<file path="src/rtl/nasti_mem_wr_slave_if.sv">
// NASTI write-path bundle (AW/W/B channels) shared by the write slave and its master.
interface nasti_mem_wr_slave_if #(
    parameter int ID_WIDTH   = 1,
    parameter int ADDR_WIDTH = 16,
    parameter int DATA_WIDTH = 64,
    parameter int USER_WIDTH = 1
) ();
    // Write address channel
    logic [ID_WIDTH-1:0]     aw_id;
    logic [ADDR_WIDTH-1:0]   aw_addr;
    logic [7:0]              aw_len;
    logic [2:0]              aw_size;
    logic [1:0]              aw_burst;
    logic                    aw_valid;
    logic                    aw_ready;

    // Write data channel
    logic [DATA_WIDTH-1:0]   w_data;
    logic [DATA_WIDTH/8-1:0] w_strb;
    logic                    w_last;
    logic                    w_valid;
    logic                    w_ready;

    // Write response channel
    logic [ID_WIDTH-1:0]     b_id;
    logic [1:0]              b_resp;
    logic [USER_WIDTH-1:0]   b_user;
    logic                    b_valid;
    logic                    b_ready;

    modport slave (
        input  aw_id, aw_addr, aw_len, aw_size, aw_burst, aw_valid,
        output aw_ready,
        input  w_data, w_strb, w_last, w_valid,
        output w_ready,
        output b_id, b_resp, b_user, b_valid,
        input  b_ready
    );

    modport master (
        output aw_id, aw_addr, aw_len, aw_size, aw_burst, aw_valid,
        input  aw_ready,
        output w_data, w_strb, w_last, w_valid,
        input  w_ready,
        input  b_id, b_resp, b_user, b_valid,
        output b_ready
    );
endinterface

</file>
<file path="src/rtl/nasti_mem_wr_slave.sv">
// NASTI write slave: one burst at a time, each W beat becomes a single-cycle
// write on a synchronous SRAM port, one B response per burst.
module nasti_mem_wr_slave #(
    parameter int ID_WIDTH   = 1,
    parameter int ADDR_WIDTH = 16,
    parameter int DATA_WIDTH = 64,
    parameter int USER_WIDTH = 1
) (
    input  logic                                            clk,
    input  logic                                            rst,
    nasti_mem_wr_slave_if.slave                             bus,
    output logic                                            mem_we,
    output logic [ADDR_WIDTH-$clog2(DATA_WIDTH/8)-1:0]      mem_addr,
    output logic [DATA_WIDTH/8-1:0]                         mem_be,
    output logic [DATA_WIDTH-1:0]                           mem_wdata
);
    localparam int STRB_WIDTH = DATA_WIDTH / 8;
    localparam int BYTE_SHIFT = $clog2(STRB_WIDTH);
    localparam logic [2:0] MAX_SIZE = 3'(BYTE_SHIFT);

    localparam logic [1:0] BURST_FIXED = 2'd0;
    localparam logic [1:0] BURST_INCR  = 2'd1;
    localparam logic [1:0] BURST_WRAP  = 2'd2;
    localparam logic [1:0] BURST_RSVD  = 2'd3;

    localparam logic [1:0] RESP_OKAY   = 2'd0;
    localparam logic [1:0] RESP_SLVERR = 2'd2;

    typedef enum logic [1:0] {
        IDLE = 2'd0,
        DATA = 2'd1,
        RESP = 2'd2
    } state_t;

    state_t                  state_reg;
    logic [ID_WIDTH-1:0]     id_reg;
    logic [ADDR_WIDTH-1:0]   addr_reg;
    logic [7:0]              len_reg;
    logic [2:0]              size_reg;
    logic [1:0]              burst_reg;
    logic [7:0]              cnt_reg;
    // Configuration errors suppress every write of the burst; framing (w_last)
    // errors only affect the response, so they are tracked separately.
    logic                    cfg_err_reg;
    logic                    last_err_reg;

    logic                    in_data;
    logic                    in_resp;
    logic                    beat;
    logic                    final_beat;
    logic                    aw_cfg_err;
    logic [ADDR_WIDTH-1:0]   beat_bytes;
    logic [ADDR_WIDTH-1:0]   size_mask;
    logic [ADDR_WIDTH-1:0]   aligned_next;
    logic [ADDR_WIDTH-1:0]   wrap_mask;
    logic [ADDR_WIDTH-1:0]   addr_next;

    // All outputs are forced low while rst is asserted, whatever the state.
    assign in_data    = (state_reg == DATA) && !rst;
    assign in_resp    = (state_reg == RESP) && !rst;
    assign beat       = (state_reg == DATA) && bus.w_valid;
    assign final_beat = (cnt_reg == len_reg);

    // Validate the AW request at capture time.
    always_comb begin
        aw_cfg_err = 1'b0;
        if (bus.aw_burst == BURST_RSVD) begin
            aw_cfg_err = 1'b1;
        end
        if (bus.aw_size > MAX_SIZE) begin
            aw_cfg_err = 1'b1;
        end
        if (bus.aw_burst == BURST_WRAP &&
            !(bus.aw_len inside {8'd1, 8'd3, 8'd7, 8'd15})) begin
            aw_cfg_err = 1'b1;
        end
    end

    // Address of the next beat for the captured burst type.
    always_comb begin
        beat_bytes   = ADDR_WIDTH'(1) << size_reg;
        size_mask    = beat_bytes - ADDR_WIDTH'(1);
        // Only the first INCR/WRAP beat may be unaligned; every step re-aligns.
        aligned_next = (addr_reg & ~size_mask) + beat_bytes;
        // Wrap block is (len+1) beats; len is a power of two minus one when legal.
        wrap_mask    = ((ADDR_WIDTH'(len_reg) + ADDR_WIDTH'(1)) << size_reg) - ADDR_WIDTH'(1);
        addr_next    = addr_reg;
        case (burst_reg)
            BURST_FIXED: addr_next = addr_reg;
            BURST_INCR:  addr_next = aligned_next;
            BURST_WRAP:  addr_next = (addr_reg & ~wrap_mask) | (aligned_next & wrap_mask);
            default:     addr_next = addr_reg;
        endcase
    end

    // Burst sequencing: capture AW, count W beats, hold B until accepted.
    always_ff @(posedge clk) begin
        if (rst) begin
            state_reg    <= IDLE;
            id_reg       <= '0;
            addr_reg     <= '0;
            len_reg      <= '0;
            size_reg     <= '0;
            burst_reg    <= '0;
            cnt_reg      <= '0;
            cfg_err_reg  <= 1'b0;
            last_err_reg <= 1'b0;
        end else begin
            case (state_reg)
                IDLE: begin
                    if (bus.aw_valid) begin
                        id_reg       <= bus.aw_id;
                        addr_reg     <= bus.aw_addr;
                        len_reg      <= bus.aw_len;
                        size_reg     <= bus.aw_size;
                        burst_reg    <= bus.aw_burst;
                        cnt_reg      <= '0;
                        cfg_err_reg  <= aw_cfg_err;
                        last_err_reg <= 1'b0;
                        state_reg    <= DATA;
                    end
                end
                DATA: begin
                    if (beat) begin
                        addr_reg <= addr_next;
                        cnt_reg  <= cnt_reg + 8'd1;
                        // w_last must be set exactly on the final counted beat.
                        if (bus.w_last != final_beat) begin
                            last_err_reg <= 1'b1;
                        end
                        if (final_beat) begin
                            state_reg <= RESP;
                        end
                    end
                end
                RESP: begin
                    if (bus.b_ready) begin
                        state_reg <= IDLE;
                    end
                end
                default: begin
                    state_reg <= IDLE;
                end
            endcase
        end
    end

    // Channel handshakes and response fields decoded from the state.
    assign bus.aw_ready = (state_reg == IDLE) && !rst;
    assign bus.w_ready  = in_data;
    assign bus.b_valid  = in_resp;
    assign bus.b_id     = in_resp ? id_reg : '0;
    assign bus.b_resp   = !in_resp ? RESP_OKAY :
                          (cfg_err_reg || last_err_reg) ? RESP_SLVERR : RESP_OKAY;
    assign bus.b_user   = '0;

    // SRAM port is a zero-latency pass-through of the current beat.
    assign mem_we   = in_data && bus.w_valid && !cfg_err_reg;
    assign mem_addr = in_data ? addr_reg[ADDR_WIDTH-1:BYTE_SHIFT] : '0;

    generate
        for (genvar gi = 0; gi < STRB_WIDTH; gi++) begin : g_byte_lane
            assign mem_be[gi]           = in_data && bus.w_strb[gi];
            assign mem_wdata[gi*8 +: 8] = in_data ? bus.w_data[gi*8 +: 8] : 8'h00;
        end
    endgenerate

endmodule

</file>
<file path="src/flat_wrapper.sv">
// flat-port wrapper written by rule: the top's interface ports become plain ports
module nasti_mem_wr_slave_flat 
#(
    parameter int ID_WIDTH   = 1,
    parameter int ADDR_WIDTH = 16,
    parameter int DATA_WIDTH = 64,
    parameter int USER_WIDTH = 1
)
  (clk, rst, mem_we, mem_addr, mem_be, mem_wdata, bus_aw_id, bus_aw_addr, bus_aw_len, bus_aw_size, bus_aw_burst, bus_aw_valid, bus_aw_ready, bus_w_data, bus_w_strb, bus_w_last, bus_w_valid, bus_w_ready, bus_b_id, bus_b_resp, bus_b_user, bus_b_valid, bus_b_ready);
  nasti_mem_wr_slave_if #(.ID_WIDTH(ID_WIDTH), .ADDR_WIDTH(ADDR_WIDTH), .DATA_WIDTH(DATA_WIDTH), .USER_WIDTH(USER_WIDTH)) bus_i ();
  input  logic clk;
  input  logic rst;
  output logic mem_we;
  output logic [ADDR_WIDTH-$clog2(DATA_WIDTH/8)-1:0] mem_addr;
  output logic [DATA_WIDTH/8-1:0] mem_be;
  output logic [DATA_WIDTH-1:0] mem_wdata;
  input wire logic [$bits(bus_i.aw_id)-1:0] bus_aw_id;
  input wire logic [$bits(bus_i.aw_addr)-1:0] bus_aw_addr;
  input wire logic [$bits(bus_i.aw_len)-1:0] bus_aw_len;
  input wire logic [$bits(bus_i.aw_size)-1:0] bus_aw_size;
  input wire logic [$bits(bus_i.aw_burst)-1:0] bus_aw_burst;
  input wire logic [$bits(bus_i.aw_valid)-1:0] bus_aw_valid;
  output wire logic [$bits(bus_i.aw_ready)-1:0] bus_aw_ready;
  input wire logic [$bits(bus_i.w_data)-1:0] bus_w_data;
  input wire logic [$bits(bus_i.w_strb)-1:0] bus_w_strb;
  input wire logic [$bits(bus_i.w_last)-1:0] bus_w_last;
  input wire logic [$bits(bus_i.w_valid)-1:0] bus_w_valid;
  output wire logic [$bits(bus_i.w_ready)-1:0] bus_w_ready;
  output wire logic [$bits(bus_i.b_id)-1:0] bus_b_id;
  output wire logic [$bits(bus_i.b_resp)-1:0] bus_b_resp;
  output wire logic [$bits(bus_i.b_user)-1:0] bus_b_user;
  output wire logic [$bits(bus_i.b_valid)-1:0] bus_b_valid;
  input wire logic [$bits(bus_i.b_ready)-1:0] bus_b_ready;
  assign bus_i.aw_id = bus_aw_id;
  assign bus_i.aw_addr = bus_aw_addr;
  assign bus_i.aw_len = bus_aw_len;
  assign bus_i.aw_size = bus_aw_size;
  assign bus_i.aw_burst = bus_aw_burst;
  assign bus_i.aw_valid = bus_aw_valid;
  assign bus_aw_ready = bus_i.aw_ready;
  assign bus_i.w_data = bus_w_data;
  assign bus_i.w_strb = bus_w_strb;
  assign bus_i.w_last = bus_w_last;
  assign bus_i.w_valid = bus_w_valid;
  assign bus_w_ready = bus_i.w_ready;
  assign bus_b_id = bus_i.b_id;
  assign bus_b_resp = bus_i.b_resp;
  assign bus_b_user = bus_i.b_user;
  assign bus_b_valid = bus_i.b_valid;
  assign bus_i.b_ready = bus_b_ready;
  nasti_mem_wr_slave #(.ID_WIDTH(ID_WIDTH), .ADDR_WIDTH(ADDR_WIDTH), .DATA_WIDTH(DATA_WIDTH), .USER_WIDTH(USER_WIDTH)) u_core (.clk(clk), .rst(rst), .bus(bus_i), .mem_we(mem_we), .mem_addr(mem_addr), .mem_be(mem_be), .mem_wdata(mem_wdata));
endmodule
</file>
<file path="config.mk">
export PLATFORM = sky130hd
export DESIGN_NAME = nasti_mem_wr_slave_flat
export DESIGN_NICKNAME = d
export VERILOG_FILES = /design/src/rtl/nasti_mem_wr_slave_if.sv /design/src/rtl/nasti_mem_wr_slave.sv /design/src/flat_wrapper.sv
export SDC_FILE = /design/constraint.sdc
export NUM_CORES = 1
export LEC_CHECK = 0
export ABC_AREA = 1
export BUFFER_PORTS_ARGS = -buffer_cell sky130_fd_sc_hd__buf_2
export CAP_MARGIN = 20
export CORE_MARGIN = 2
export CORE_UTILIZATION = 49
export CTS_CLUSTER_SIZE = 12
export DETAILED_ROUTE_END_ITERATION = 8
export PLACE_DENSITY = 0.78
export SLEW_MARGIN = 25
export SYNTH_ARGS = -nofsm -noshare
export SYNTH_HDL_FRONTEND = slang
export SYNTH_SLANG_ARGS = --single-unit
export TNS_END_PERCENT = 30
</file>
<file path="constraint.sdc">
create_clock -name clk -period 2.8 [get_ports clk]
set_input_delay 0.14 -clock clk [delete_from_list [all_inputs] [get_ports clk]]
set_output_delay 0.14 -clock clk [all_outputs]
set_load 0.01 [all_outputs]
</file>
Yosys cells after proc, flatten, opt, wreduce, memory -nomap -nowiden
Cells that the tools add are included.
W data, S select, Z words.

word-level totals
  logic and storage cells = 99
  input bits = 108
  flip-flop bits (word level) = 42
  output and inout bits = 93

cells by class
  bitwise logic cells = 6
  add/subtract/negate cells = 5
  eq/ne operators = 18
  magnitude comparators = 1
  shifts and indexed selects = 2
  mux-type cells = 31
  reductions and logical operators = 27

operators by type and width
  cell                     count
  $mux W8                  10
  $pmux W16 S2             2
  $and A16 B16 Y16         3
  $mux W16                 2
  $not A16 Y16             2
  $sub A16 B1 Y16 const B  2
  $add A16 B16 Y16         1
  $or A16 B16 Y16          1
  $pmux W8 S2              1
  $shl A1 B3 Y16 const A   1
  $shl A16 B3 Y16          1
  $logic_and A1 B1 Y1      15
  $mux W13                 1
  $mux W2                  6
  $reduce_and A4 Y1        3
  $add A8 B1 Y9 const B    1
  $add A8 B1 Y8 const B    1
  $eq A2 B2 Y1 const B     4
  $eq A8 B1 Y1 const B     1
  $eq A8 B2 Y1 const B     1
  $eq A8 B3 Y1 const B     1
  $eq A8 B4 Y1 const B     1
  $eq A8 B8 Y1             1
  $mux W1                  7
  other kinds (15)         21

Logic depth before layout (Yosys ltp)
Gate-level depths: netlist of the first run.

  depth after elaboration = 10
  depth in mapped cells = 21
  mapped depth without buffers = 20

Least setup slack after synthesis of the first run
OpenSTA, ideal clock, no wires.

  path kind = register -> register
  start point = register u_core.size_reg[0]
  end point = register (tool-made name)
  data required time = 2.689 ns
  stages on the path, launching flop included = 21
  path slack = 0.295 ns
  buffers on the path = 2
  library setup time = 0.111 ns
  data arrival time = 2.394 ns
  period minus slack after synthesis = 2.505 ns
  path through = dfxtp_1 -> buf_4 -> inv_4 -> buf_2 -> nor2_1 -> inv_1 -> ha_1 -> nand2_1 -> inv_1 -> ha_1 -> inv_1 -> nor2_1 -> nand2_1 -> o21ai_2 -> nand3_1 -> nor2_1 -> nor2_1 -> nand2_1 -> nand2_1 -> nor2_1 -> nor2_1

RTL lines
  what                    RTL line                   text
  start, declared         nasti_mem_wr_slave.sv:39   logic [2:0] size_reg;
  start signal, assigned  nasti_mem_wr_slave.sv:115  size_reg <= bus.aw_size;

==> out/results.txt, run 1 <==
routed wire length -> 14.9 mm
initial antenna violation count -> 0
Die H -> 101 um
synth unique cells -> 50
cell area after synthesis -> 4590 um^2
Cell Area, Placed -> 5680 um^2
P_leak -> 3.41 nW
CP bufs+invs -> 4
CTS HTree Levels -> 2
flops & latches, synth -> 42
Global Route Usage Sum -> 0.292
worst-path fanout max -> 6
EDFF count, synth -> 0
worst path required time -> 3.01 ns
largest net degree at the start of global routing -> 43
Clk network pwr share -> 0.204
Fmax -> 392 MHz
overall via count from detail_route -> 5,737
GPL Wtd Cong -> 0.895
Mapped Cells -> 844
Placed Instances -> 1,139
CP max stage delay -> 0.43 ns
Yosys warning total -> 0
worst-margin pin slew -> 0.626 ns
Slowest cell on crit path -> dfxtp_2
Starting Density -> 0.502
Post-synth ARST share -> 0
Setup TNS -> 0 ns
Top delay family on crit path -> simple AND/OR/NAND/NOR gates
Synth top area share -> 0.183
final core utilization -> 0.633
Worst VDD drop -> 0.000276 V
P per Cell Area -> 391 nW/um^2
Power Internal -> 0.00124 W
Clk Latency, worst-skew pair -> 0.32 ns
CP Capture Type -> flop
hold-fix buffers at CTS -> 0
first-pass GRT wire length -> 23.9 mm
worst path arrival time -> 2.76 ns
maxcap violations -> 0
Die Width -> 101 um
Setup crit start kind -> flop
core area -> 9150 um^2
drt via density -> 5.00
CTS tree -> yes
Seq pwr share -> 0.316
Post-DP HPWL -> 12.3 mm
Synth-to-Final Area Change -> 26.2%
post-CTS sizing -> 0
Comb pwr share -> 0.479
final number of hold-violating endpoints -> 0
First DRT Iteration DRCs -> 310
CP most frequent cell -> nand2_1
critical path, cell by cell -> inv_4 > nor2_2 > inv_1 > ha_1 > nand2_1 > inv_1 > ha_1 > inv_1 > o21ai_0 > a21oi_1 > o21ai_4 > nand2_1 > nand2_1 > nand2_1 > nor2_1 > nor3_1 > nor2_1
nets -> 1,152
Hold WC Path Type -> input port to flop
CP Class -> flop to flop
post-CTS setup buffer count -> 0
diodes inserted -> 0
post-route ant nets -> 0
Clock Sinks -> 42
Port Buffers -> 198
Synth area leaders -> dfxtp_1 18%, nand2_1 14%, nor2_1 14%
Avg Cell Area, Syn -> 5.44 um^2
DRC -> 0
r2r setup slk -> 0.25 ns
layout cells sized above 1 -> 0.273
Post-synth top flop -> dfxtp_1
FP Rows -> 35
GRT overflow -> 0
CTS Buf Count -> 5
clk slew on worst S/H paths -> 0.11 ns
final number of setup-violating endpoints -> 0
post-layout power -> 0.00227 W
Seq/Total Area, Yosys -> 0.183
RSZ-0062 raised after global routing -> no
P_sw -> 0.00103 W
DR pass1 iterations -> 5
final max-slew violation count -> 0
period utilisation layout -> 0.911
outcome -> finished clean
I/O pin count -> 201
number of global-route vias before repair -> 5,193
CTS Buffer Depth -> 2
Finished Cell Area -> 5790 um^2
Die Area -> 10,200 um^2
skew final -> 0.0172 ns
sw frac -> 0.455
minimum clock period -> 2.55 ns
area leader, netlist -> dfxtp_1
Rel. slew slack -> 0.582
final std cells w/o fill -> 1,147
CTS root buffer -> clkbuf_8
WL/cell -> 13.0 um
==> power by group through the flow <==
stage	Clock (W)	Sequential, W	Combinational, W
floorplan	0	0.000710	0.000779
global placement	0	0.000727	0.00106
detailed placement	0	0.000728	0.00107
CTS	0.000468	0.000714	0.00108
global route	0.000489	0.000726	0.00123
finish	0.000463	0.000717	0.00109
==> worst register-to-register path: cells and delay by family, from the launching register on <==
kind | cells | cell delay [ns]
DFF | 1 | 0.43
adders and majority gates | 2 | 0.56
buffers and inverters | 4 | 0.33
and+or+nand+nor | 8 | 0.70
AOI/OAI and AO/OA | 3 | 0.45
==> cells in the final DEF (no fill, tap or decap), types with 4 or more instances in the layout <==
cell	netlist	routed
nor2_2	2	4
nor2_4	6	6
nand2_1	166	166
nor2_1	166	164
buf_4	6	16
inv_1	154	154
nand2_2	16	16
xnor2_1	6	6
nand3_1	86	86
o21ai_1	7	7
nand4_1	9	9
nor3_1	8	8
dfxtp_1	42	39
xor2_1	4	4
o21ai_0	41	40
nand3_2	8	8
or2_2	4	4
clkbuf_8	1	5
buf_2	5	198
ha_1	9	8
inv_2	5	6
a21oi_1	39	39
==> layout make-up <==
class                      count  area, um^2
fill                         951        3360
multi-input combinational    609        2990
clock inverter                 3        26.3
sequential                    42         845
timing repair buffer         214        1110
tap                          111         139
clock buffer                   5        68.8
inverter                     163         618
==> layer usage <==
metal | wire length [um] | track usage
met1 | 6510 | 0.379
met2 | 6950 | 0.487
met3 | 1170 | 0.0631
met4 | 282 | 0.0801
met5 | 0 | 0
==> cell families (layout without fill, tap and decap cells) <==
group,count (synthesis),after routing,share of synthesized area
buffers and inverters,194,385,0.172
flip-flops,42,42,0.183
AND/OR/NAND/NOR,480,480,0.468
multiplexers,3,3,0.00654
adder cells (fa/ha/maj),9,9,0.0245
AO/OA/AOI/OAI,105,105,0.126
other,1,2,0.000816
XOR/XNOR,10,10,0.0191
==> worst paths after layout <==
| kind | start | end | cells after the start |
|---|---|---|---|
| worst min-delay path | bus_aw_burst[1] | u_core.burst_reg[1]$_SDFFE_PP0P_ | 3 |
| worst max register to register | u_core.size_reg[0]$_SDFFE_PP0P_ | flop | 17 |
| worst min register to register | u_core.burst_reg[0]$_SDFFE_PP0P_ | u_core.burst_reg[0]$_SDFFE_PP0P_ | 2 |
| worst max-delay path | u_core.size_reg[0]$_SDFFE_PP0P_ | flop | 17 |
==> synth_stat cells (3+ instances only) <==
master and instances:
xnor2_1 6, nand2_2 16, ha_1 9, o21ai_0 41, inv_1 154, o21ai_2 3, buf_2 5, buf_4 6
o21ai_1 7, o21bai_1 3, nand4_1 9, nand3_2 8, clkbuf_1 15, xor2_1 4, mux2i_1 3, inv_2 5
nor3_1 8, nor2_4 6, nand3_1 86, nor2_1 166, or2_2 4, a21oi_1 39, nand2_1 166, dfxtp_1 42
==> per-stage QoR <==
| step | worst slack, ns | hold slack [ns] |
|---|---|---|
| floorplan | 0.295 | 0.254 |
| global placement | 0.273 | 0.379 |
| detailed placement | 0.191 | 0.380 |
| CTS | 0.0938 | 0.0503 |
| global route | 0.0188 | 0.0522 |
| finish | 0.250 | 0.0516 |
Power figures use the tool's default switching activity.
==> inputs of run 2 (changes only) <==
Settings changed: CORE_UTILIZATION 49 to 44, PLACE_DENSITY 0.78 to 0.74.
Clock period 2.8 ns to 2.2 ns, I/O delays scaled along.
==> out/results.txt, run 2 (synthesis results as in run 1) <==
Die Area -> 11,300 um^2 (+11%)
drt via density -> 4.88 (-2.4%)
period utilisation layout -> 1.02 (+0.112)
min-delay src -> bus_aw_burst[1]
CTS HTree Levels -> 2 (unchanged)
hold path depth -> 3 (unchanged)
Hold WC Path Type -> input port to flop
Fmax -> 444 MHz (+13%)
DR pass1 iterations -> 5 (unchanged)
First DRT Iteration DRCs -> 420 (+35%)
Synth-to-Final Area Change -> 48.4%
CP Launch Point -> u_core.len_reg[1]$_SDFFE_PP0P_
RSZ-0062 raised after global routing -> yes
Post-DP HPWL -> 11.8 mm (-4.1%)
r2r setup slk -> -0.05 ns (-0.30 ns)
final max-slew violation count -> 0 (unchanged)
CTS Buffer Depth -> 2 (unchanged)
highest-count cells in the layout ignoring fill and taps -> 198 x buf_2, 149 x nor2_1, 145 x inv_1
outcome -> complete, but fails checks
final number of hold-violating endpoints -> 0 (unchanged)
initial antenna violation count -> 0 (unchanged)
min setup slack post-route -> -0.0511 ns (-0.301 ns)
P per Cell Area -> 493 nW/um^2 (+26%)
minimum clock period -> 2.25 ns (-0.299 ns)
largest net degree at the start of global routing -> 39 (-9.3%)
Finished Cell Area -> 6820 um^2 (+18%)
Die Width -> 106 um (+5.3%)
worst path required time -> 2.41 ns (-0.60 ns)
R2R Path Start -> u_core.len_reg[1]$_SDFFE_PP0P_
number of global-route vias before repair -> 5,262 (+1.3%)
overall via count from detail_route -> 6,045 (+5.4%)
Die H -> 106 um (+5.3%)
clk slew on worst S/H paths -> 0.10 ns (about the same)
violated checks -> setup timing
Global Route Usage Sum -> 0.252 (-0.0394)
CTS root buffer -> clkbuf_8
post-layout power -> 0.00336 W (+48%)
Rel. slew slack -> 0.592 (+0.0103)
GRT overflow -> 0 (unchanged)
FP Rows -> 37 (+5.7%)
CP Class -> flop to flop
skew final -> 0.0109 ns (-0.00626 ns)
Starting Density -> 0.449 (-0.0529)
P_leak -> 3.82 nW (+12%)
Setup TNS -> -0.0971 ns (-0.0971 ns)
final number of setup-violating endpoints -> 3 (+3)
first-pass GRT wire length -> 23.8 mm (-0.61%)
GPL Wtd Cong -> 0.883 (-1.3%)
Port Buffers -> 198 (unchanged)
diodes inserted -> 0 (unchanged)
Setup crit start kind -> flop
layout cells sized above 1 -> 0.405 (+0.132)
worst-path fanout max -> 7 (+1)
WL/cell -> 12.3 um (-5.0%)
nets -> 1,218 (+5.7%)
core area -> 10,200 um^2 (+12%)
Clock Sinks -> 42 (unchanged)
post-route ant nets -> 0 (unchanged)
Worst Reg-to-Reg Cells -> 16 (-1)
pre-CTS WS -> -0.159 ns (-0.350 ns)
DRC -> 0 (unchanged)
maxcap violations -> 0 (unchanged)
Cell Area, Placed -> 6160 um^2 (+8.5%)
WHS -> 0.0447 ns (-0.00692 ns)
worst path arrival time -> 2.46 ns (-0.30 ns)
worst-margin pin slew -> 0.611 ns (-0.0152 ns)
CP Capture Type -> flop
Clk Latency, worst-skew pair -> 0.31 ns (about the same)
CTS tree -> yes
commonest non-fill, non-tap cell in the layout -> buf_2
CTS Buf Count -> 5 (unchanged)
I/O pin count -> 201 (unchanged)
Worst VDD drop -> 0.000334 V (+21%)
routed wire length -> 15.3 mm (+2.5%)
## run 2: cell count changes in the layout (fill, tap and decap cells not counted), sizes merged
cell | before | now
buf | 214 | 279
bufinv | 0 | 1
dlygate4sd3 | 0 | 1
inv | 165 | 164
## run 2: metrics by stage
step	std cells	util
after floorplan	845	-
after global placement	1217	0.602
final	1238	0.666
after detailed placement	1217	0.602
after global routing	1238	0.666
after CTS	1227	0.619
## run 2: path summary, 6_finish.rpt
check,to
max,flop
min,u_core.burst_reg[1]$_SDFFE_PP0P_
max reg2reg,flop
min reg2reg,u_core.id_reg$_SDFFE_PP0P_
## run 2: power breakdown
part | total [W] | switching [W] | internal (W)
clock | 0.000658 | 0.000317 | 0.000341
sequential | 0.000914 | 0.0000747 | 0.000839
combinational | 0.00179 | 0.00104 | 0.000746
## run 2: timing repair
item | CTS | global route
pin swaps | 6 | 57
cloned | 0 | 0
hold buffers | 1 | 0
setup buffers | 1 | 11
gates resized for setup | 13 | 118
setup endpoints to repair | 10 | 69
hold endpoints to repair | 1 | 0
## run 2: area by class of cell
type / instances / area (um^2)
Fill cell: 918 / 3410
Multi-Input combinational cell: 609 / 3410
Timing Repair Buffer: 280 / 1640
Sequential cell: 42 / 856
Inverter: 163 / 629
Tap cell: 136 / 170
Clock buffer: 5 / 68.8
Clock inverter: 3 / 43.8
## run 2: metal layers
metal	up-vias	share of wire	wire, um	track usage
li1	3131	-	-	-
met1	2703	0.45	6940	0.336
met2	189	0.47	7190	0.423
met3	22	0.058	889	0.0441
met4	0	0.017	263	0.0620
met5	-	0	0	0
## run 2: worst max-delay path, cell delays in order, from the launching register on
cell     delay (ns)
dfxtp_2        0.36
ha_4           0.24
o21ai_2        0.17
nor2_1         0.07
nand2_1        0.08
ha_2           0.19
nand2_2        0.05
inv_2          0.06
nand2_2        0.05
nor2_2         0.11
nand2_2        0.10
nor2_8         0.18
nand3_1        0.11
nand3_2        0.08
nand2_2        0.07
nor3_2         0.18
nor2_1         0.06
